===== src/rtl/udp_tx_framer.sv =====
// udp_tx_framer: buffers one payload frame, then emits the UDP header word
// {src_port, dst_port, length, checksum} followed by the buffered payload words.
// Optional feature macro: UDP_TX_CHECKSUM_EN (defined: one's-complement checksum;
// undefined: checksum field sent as 0x0000, same state sequence and timing).
`timescale 1ns/1ps

module udp_tx_framer #(
    parameter int MAX_WORDS = 16,
    parameter int LEN_W     = 16
) (
    input  logic        clk,
    input  logic        rst,
    input  logic        start,
    input  logic [15:0] src_port,
    input  logic [15:0] dst_port,
    input  logic        in_valid,
    input  logic [63:0] in_data,
    input  logic        in_last,
    output logic        in_ready,
    output logic        out_valid,
    output logic [63:0] out_data,
    output logic        out_last,
    input  logic        out_ready,
    output logic        busy,
    output logic        trunc_err
);

    localparam int AW = $clog2(MAX_WORDS);
    localparam int CW = AW + 1;
    localparam logic [CW-1:0] LAST_IDX = CW'(MAX_WORDS - 1);

    typedef enum logic [2:0] {
        S_IDLE, S_LOAD, S_FOLD1, S_FOLD2, S_HDR, S_DATA
    } state_t;

    state_t          state_q, state_d;
    logic [15:0]     src_q, dst_q;
    logic [CW-1:0]   cnt_q;
    logic [AW-1:0]   rd_q;
    logic            trunc_q;
    logic [63:0]     mem_q [MAX_WORDS];

    logic            accept;
    logic            wr_full;
    logic            last_rd;
    logic [CW-1:0]   last_idx;
    logic [LEN_W-1:0] len_w;
    logic [15:0]     chk_w;

    assign accept   = (state_q == S_LOAD) && in_valid;
    assign wr_full  = (cnt_q == LAST_IDX);
    assign last_idx = cnt_q - CW'(1);
    assign last_rd  = ({1'b0, rd_q} == last_idx);
    assign len_w    = LEN_W'(8) + (LEN_W'(cnt_q) << 3);

    // State register
    always_ff @(posedge clk or negedge rst) begin
        if (!rst) state_q <= S_IDLE;
        else      state_q <= state_d;
    end

    // Next-state logic
    always_comb begin
        state_d = state_q;
        case (state_q)
            S_IDLE:  if (start) state_d = S_LOAD;
            S_LOAD:  if (accept && (in_last || wr_full)) state_d = S_FOLD1;
            S_FOLD1: state_d = S_FOLD2;
            S_FOLD2: state_d = S_HDR;
            S_HDR:   if (out_ready) state_d = S_DATA;
            S_DATA:  if (out_ready && last_rd) state_d = S_IDLE;
            default: state_d = S_IDLE;
        endcase
    end

    // Output decode; out_* depend only on held state so they stay stable while stalled
    always_comb begin
        in_ready  = (state_q == S_LOAD);
        busy      = (state_q != S_IDLE);
        trunc_err = trunc_q;
        out_valid = 1'b0;
        out_data  = '0;
        out_last  = 1'b0;
        case (state_q)
            S_HDR: begin
                out_valid = 1'b1;
                out_data  = {src_q, dst_q, len_w, chk_w};
            end
            S_DATA: begin
                out_valid = 1'b1;
                out_data  = mem_q[rd_q];
                out_last  = last_rd;
            end
            default: ;
        endcase
    end

    // Frame control registers: ports, word count, read pointer, truncation pulse
    always_ff @(posedge clk or negedge rst) begin
        if (!rst) begin
            src_q   <= '0;
            dst_q   <= '0;
            cnt_q   <= '0;
            rd_q    <= '0;
            trunc_q <= 1'b0;
        end else begin
            trunc_q <= accept && !in_last && wr_full;
            if (state_q == S_IDLE && start) begin
                src_q <= src_port;
                dst_q <= dst_port;
                cnt_q <= '0;
                rd_q  <= '0;
            end
            if (accept) cnt_q <= cnt_q + CW'(1);
            if (state_q == S_DATA && out_ready && !last_rd) rd_q <= rd_q + AW'(1);
        end
    end

    // Payload buffer write
    always_ff @(posedge clk) begin
        if (accept) mem_q[cnt_q[AW-1:0]] <= in_data;
    end

`ifdef UDP_TX_CHECKSUM_EN
    logic [31:0] acc_q, acc_d;
    logic [31:0] fold_t;
    logic [15:0] inv_w;

    // Checksum accumulator: lane sums in LOAD, header fields + folds afterwards
    always_comb begin
        acc_d  = acc_q;
        fold_t = acc_q + {16'h0, src_q} + {16'h0, dst_q} + 32'(len_w);
        case (state_q)
            S_IDLE:  if (start) acc_d = '0;
            S_LOAD:  if (accept) acc_d = acc_q + {16'h0, in_data[15:0]}  + {16'h0, in_data[31:16]}
                                               + {16'h0, in_data[47:32]} + {16'h0, in_data[63:48]};
            S_FOLD1: acc_d = {16'h0, fold_t[15:0]} + {16'h0, fold_t[31:16]};
            S_FOLD2: acc_d = {16'h0, acc_q[15:0]} + {31'h0, acc_q[16]};
            default: ;
        endcase
    end

    // Accumulator register
    always_ff @(posedge clk or negedge rst) begin
        if (!rst) acc_q <= '0;
        else      acc_q <= acc_d;
    end

    // A computed checksum of zero is transmitted as 0xFFFF
    assign inv_w = ~acc_q[15:0];
    assign chk_w = (inv_w == 16'h0000) ? 16'hFFFF : inv_w;
`else
    assign chk_w = '0;
`endif

endmodule


===== config.mk =====
export PLATFORM = sky130hd
export DESIGN_NAME = udp_tx_framer
export DESIGN_NICKNAME = d
export VERILOG_FILES = /design/src/rtl/udp_tx_framer.sv
export SDC_FILE = /design/constraint.sdc
export NUM_CORES = 1
export LEC_CHECK = 0
export CAP_MARGIN = 25
export CORE_ASPECT_RATIO = 0.7
export CORE_UTILIZATION = 45
export CTS_CLUSTER_SIZE = 10
export DETAILED_ROUTE_END_ITERATION = 10
export PLACE_DENSITY = 0.6
export SYNTH_ARGS = -nofsm -noshare
export SYNTH_HDL_FRONTEND = slang
export SYNTH_SLANG_ARGS = --single-unit
export TNS_END_PERCENT = 10

===== constraint.sdc =====
create_clock -name clk -period 20.4 [get_ports clk]
set_clock_uncertainty 0.15 [all_clocks]
set_input_delay 4.08 -clock clk [delete_from_list [all_inputs] [get_ports clk]]
set_output_delay 4.08 -clock clk [all_outputs]
set_load 0.05 [all_outputs]

# Word-level counts from Yosys, hierarchy flattened
# Memories as Yosys holds them, arrays and structs flattened.
# Cells that the tools add are included.
# W data, S select, Z words.
# word_totals
reg_bits	45
mem_count	1
mem_bits_rw	1024
output_inout_bits	69
elab_cells	53
in_bits	102
# op_classes
n_eq_ne	11
add_sub_neg	4
n_reduce_logical	17
mux	14
# memory_table
name	depth	width	read_ports	rd_clocked_by_memory_dff	write_ports	line_no	source
mem_q	16	64	1	0	1	41	logic [63:0] mem_q [MAX_WORDS];
# op_table
op	count
$pmux W64 S2	1
$pmux W3 S6	1
$mux W3	4
$mux W5	2
$add A4 B8 Y9 const A	1
$logic_and A1 B1 Y1	8
$mux W4	2
$eq A3 B2 Y1 const B	2
$eq A3 B3 Y1 const B	2
$ne A2 B2 Y1 const B	3
$add A5 B1 Y5 const B	1
$eq A4 B5 Y1	1
$eq A5 B4 Y1 const B	1
$sub A5 B1 Y5 const B	1
$add A4 B1 Y4 const B	1
$mux W1	4
$reduce_and A4 Y1	1
$reduce_bool A2 Y1	2
$eq A3 B1 Y1 const B	1
$logic_not A3 Y1	1
$reduce_bool A3 Y1	1
$logic_not A1 Y1	2
$ne A2 B1 Y1 const B	1
$reduce_or A2 Y1	1
$logic_or A1 B1 Y1	1

# Logic depth before layout (Yosys ltp)
# depth
ltp_word	5
ltp_mapped	9
depth_no_buf	7

# Worst setup path after synthesis
# No wires, ideal clock.
# synth_path
path_kind	input -> register
from	in in_valid
to	mem mem_q[0][0], enable pin
t_required_ns	19.605
slack_ns	9.218
arrival_ns	10.387
path_stages	2
n_path_buf	0
setup_ns	0.645
cell_sequence	nand3_1 -> nor4_1
# synth_via
elab_chain_len	3
# synth_lines
element	line_no	source
start: declaration	16	input logic in_valid,
$logic_and A1 B1 Y1	50	assign accept = (state_q == S_LOAD) && in_valid;
$mux W1	121	if (accept) mem_q[cnt_q[AW-1:0]] <= in_data;
$mux W1 (not written as such)	121	
end: declaration	41	
# Every way passes these cells.

# Worst setup path in the final report
# layout_path
from	reg rd_q[0]
to	out out_data[40]
# layout_via
elab_chain_len	2
# layout_lines
element	line_no	source
start: declaration	39	logic [AW-1:0] rd_q;
start signal: assignment	115	if (state_q == S_DATA && out_ready && !last_rd) rd_q <= rd_q + AW'(1);
$mem_v2 Z16 W64	--	
$pmux W64 S2	84	case (state_q)
end: declaration	21	output logic [63:0] out_data,
# Every way passes these cells.

==> flow_metrics.tcl <==
set metrics [dict create \
    ctsRootBufferMaster "clkbuf_16" \
    fin_crit_ps 9480 \
    cts_tree "yes" \
    cts_max_path_buffers 3 \
    crit_type "reg2out" \
    synth_seq_area_share 0.776 \
    htree_num_levels 3 \
    hp-class "reg2reg" \
    dr_total_vias 19500 \
    finalHoldViolations 0 \
    p_sw_w 0.00184 \
    final_cells 3320 \
    place_congestion 0.749 \
    crit_fanout 107 \
    finalSetupTns_ps 0 \
    fin_crit_sh 0.465 \
    leakage_nw 14.7 \
    cts.repair.resized 0 \
    grt_use_met3 0.0452 \
    p_total_w 0.00623 \
    pin_count 171 \
    switching_share 0.296 \
    holdWs_ps 358 \
    vias_per_cell 5.88 \
    fill_cells 6941 \
    syn_inst 1781 \
    clk_latency_ps 680 \
    max_freq_ghz 0.105 \
    maxCapViolCount 0 \
    rsz0062_at_grt "false" \
    cts_setup_buffers 0 \
    peakVddDrop_mv 0.0880 \
    drv_slew 0 \
    p_per_area_nw_per_um2 131 \
    globalRouteMet2Util 0.323 \
    wl_per_cell_um 29.3 \
    clkPwrFrac 0.305 \
    tightest_slew_ps 1080 \
    clk_pin_slew_ps 50 \
    antenna_found_initial 8 \
    wl_mm 97.3 \
    syn_avg_cell_area_um2 23.1 \
    drive_gt1_frac 0.246 \
    slew_headroom 0.282 \
    use_met1 0.311 \
    route.detailed.drc 0 \
    layout.nets 2114 \
    synth-seq-cells 1069 \
    startpoint_type "flop" \
    postCtsHoldBufs 0 \
    seq_power_share 0.420 \
    firstDrtPassIters 5 \
    syn2layout_area_growth_pct 16.0 \
    cts_buffers 117 \
    die-area_um2 92500 \
    p_int_w 0.00439 \
    setup_viol_count_final 0 \
    critical_path_required_ps 16170 \
    syn_area_um2 41100 \
    core-area_um2 90200 \
    initial_core_util 0.455 \
    grt.total_usage 0.212 \
    rows 92 \
    grt_max_degree 108 \
    gr-total-overflow 0 \
    drtIter0Drc 2078 \
    dp_hpwl_mm 48.9 \
    ys_warn_count 0 \
    grt_pass1_vias 20100 \
    die_w_um 363 \
    drtAntennaViolNets 0 \
    worst_ep_arrival_time_ps 5250 \
    dieHeight_um 255 \
    cp-end-kind "primary output" \
    dp.cells 3107 \
    ys_types 45 \
    clock_sinks 1069 \
    syn_nets 1889 \
    grt_pass1_wl_mm 140 \
    io_buffers 170 \
    status "finished clean" \
    grt.busiest_layer "met2" \
    pwr-share-comb 0.275 \
]
-- cells in the mapped netlist, drive strengths merged --
cell type,instances,area share
and2,35,0.0053
xor2,4,0.0010
o21bai,1,0.00027
o31a,1,0.00021
inv,9,0.00082
nand4,2,0.00046
nor3b,1,0.00018
clkbuf,59,0.0054
and4,1,0.00021
mux2i,5,0.0012
and3,7,0.0011
o22ai,2,0.00030
o211ai,1,0.00018
a31oi,2,0.00030
nor4,2,0.00030
o31ai,6,0.0011
a22oi,68,0.012
nor3,10,0.0012
nand2b,4,0.00061
a31o,34,0.0072
buf,44,0.0077
edfxtp,1024,0.75
nand3,5,0.00061
a22o,3,0.00064
a21oi,38,0.0046
nor2b,1,0.00015
o21ai,11,0.0013
o221ai,1,0.00021
nand2,16,0.0015
nor2,14,0.0013
mux4,282,0.15
and3b,1,0.00021
mux2,33,0.0090
xnor2,3,0.00064
ha,6,0.0018
dfrtp,45,0.027
-- metrics by stage --
stage | area (um2) | setup slack, ps | util
2_1_floorplan | 41100 | 9220 | -
3_3_place_gp | 44100 | 10870 | 0.489
3_5_place_dp | 44200 | 10830 | 0.490
4_1_cts | 47600 | 10070 | 0.528
5_1_grt | 47700 | 10530 | 0.528
6_report | 47700 | 10920 | 0.528
-- metal layers --
| metal | vias up | wire length (um) |
|---|---|---|
| met4 | 10 | 2190 |
| met2 | 713 | 45100 |
| met3 | 166 | 6900 |
| met5 | - | 61 |
| met1 | 10500 | 43100 |
| li1 | 8086 | - |
-- worst max-delay path, stage by stage, from the launching register on --
cell and delay, ps:
dfrtp_4 690, buf_4 290, buf_12 650, buf_4 770, mux4_2 600, a22oi_1 250, a21oi_1 160, a31o_1 250
clkdlybuf4s50_1 720
-- flip-flops by register name, indices dropped and copies added (netlist names) --
register and count:
dst_q 16, cnt_q 5, state_q 3, trunc_err 1, rd_q 4, src_q 16, mem_q 1024
-- logic make-up (layout without fill, tap and decap cells) --
family | count (synthesis) | after routing | synth area share
fa+ha+maj | 6 | 6 | 0.00183
buf+inv | 112 | 427 | 0.0139
mux | 320 | 320 | 0.165
simple gates | 99 | 99 | 0.0131
flops | 1069 | 1069 | 0.776
compound gates | 168 | 168 | 0.0289
other cells | 0 | 2 | 0
xor+xnor | 7 | 7 | 0.00168
-- power groups by stage --
| stage | combinational (W) | clock [W] | sequential, W |
|---|---|---|---|
| CTS | 0.00172 | 0.00193 | 0.00262 |
| floorplan | 0.00127 | 0 | 0.00261 |
| finish | 0.00171 | 0.00190 | 0.00262 |
| global route | 0.00181 | 0.00201 | 0.00263 |
| detailed placement | 0.00172 | 0 | 0.00266 |
| global placement | 0.00169 | 0 | 0.00266 |
-- layout make-up --
type / instances / area [um2] / area share
tap: 1222 / 1530 / 0.0321
multi-input combinational: 600 / 8740 / 0.183
clock inverter: 5 / 47.5 / 0.000997
inverter: 9 / 33.8 / 0.000709
antenna: 2 / 5.00 / 0.000105
timing repair buffer: 209 / 2090 / 0.0439
clock buffer: 204 / 3350 / 0.0702
sequential: 1069 / 31900 / 0.669
-- worst paths after layout --
path	start	endpoint	slack, ps	depth (start not counted)
hold reg to reg	src_q[6]	src_q[6]	360	1
setup / recovery	rd_q[0]	out_data[40]	10920	8
min in group asynchronous	rst	dst_q[5]	3400	2
max in group asynchronous	rst	rd_q[0]	16100	2
setup reg to reg	state_q[2]	mem_q[5][0]	16830	5
hold / removal	src_q[6]	src_q[6]	360	1
-- cell usage in the layout, fill, tap and decap left out, types with 2 or more instances in the layout --
master,instances
clkdlybuf4s50_1,169
nor2_4,6
and3_1,2
buf_12,2
xnor2_1,3
a22o_1,3
inv_2,5
xor2_1,3
a31o_1,34
and2_1,27
nor3_1,10
diode_2,2
o21ai_1,3
dfrtp_4,2
clkbuf_16,120
clkbuf_1,81
a22oi_1,68
nand2b_1,4
a21oi_1,38
mux2_2,32
a31oi_1,2
nor2_1,8
o22ai_1,2
buf_16,4
o21ai_0,8
dfrtp_1,42
buf_4,33
nand3_1,5
and2_4,8
and3_4,4
inv_6,3
ha_1,6
inv_1,4
mux4_2,282
clkbuf_8,3
edfxtp_1,1024
o31ai_1,6
mux2i_1,5
nand2_1,15
Power figures use the tool's default switching activity.
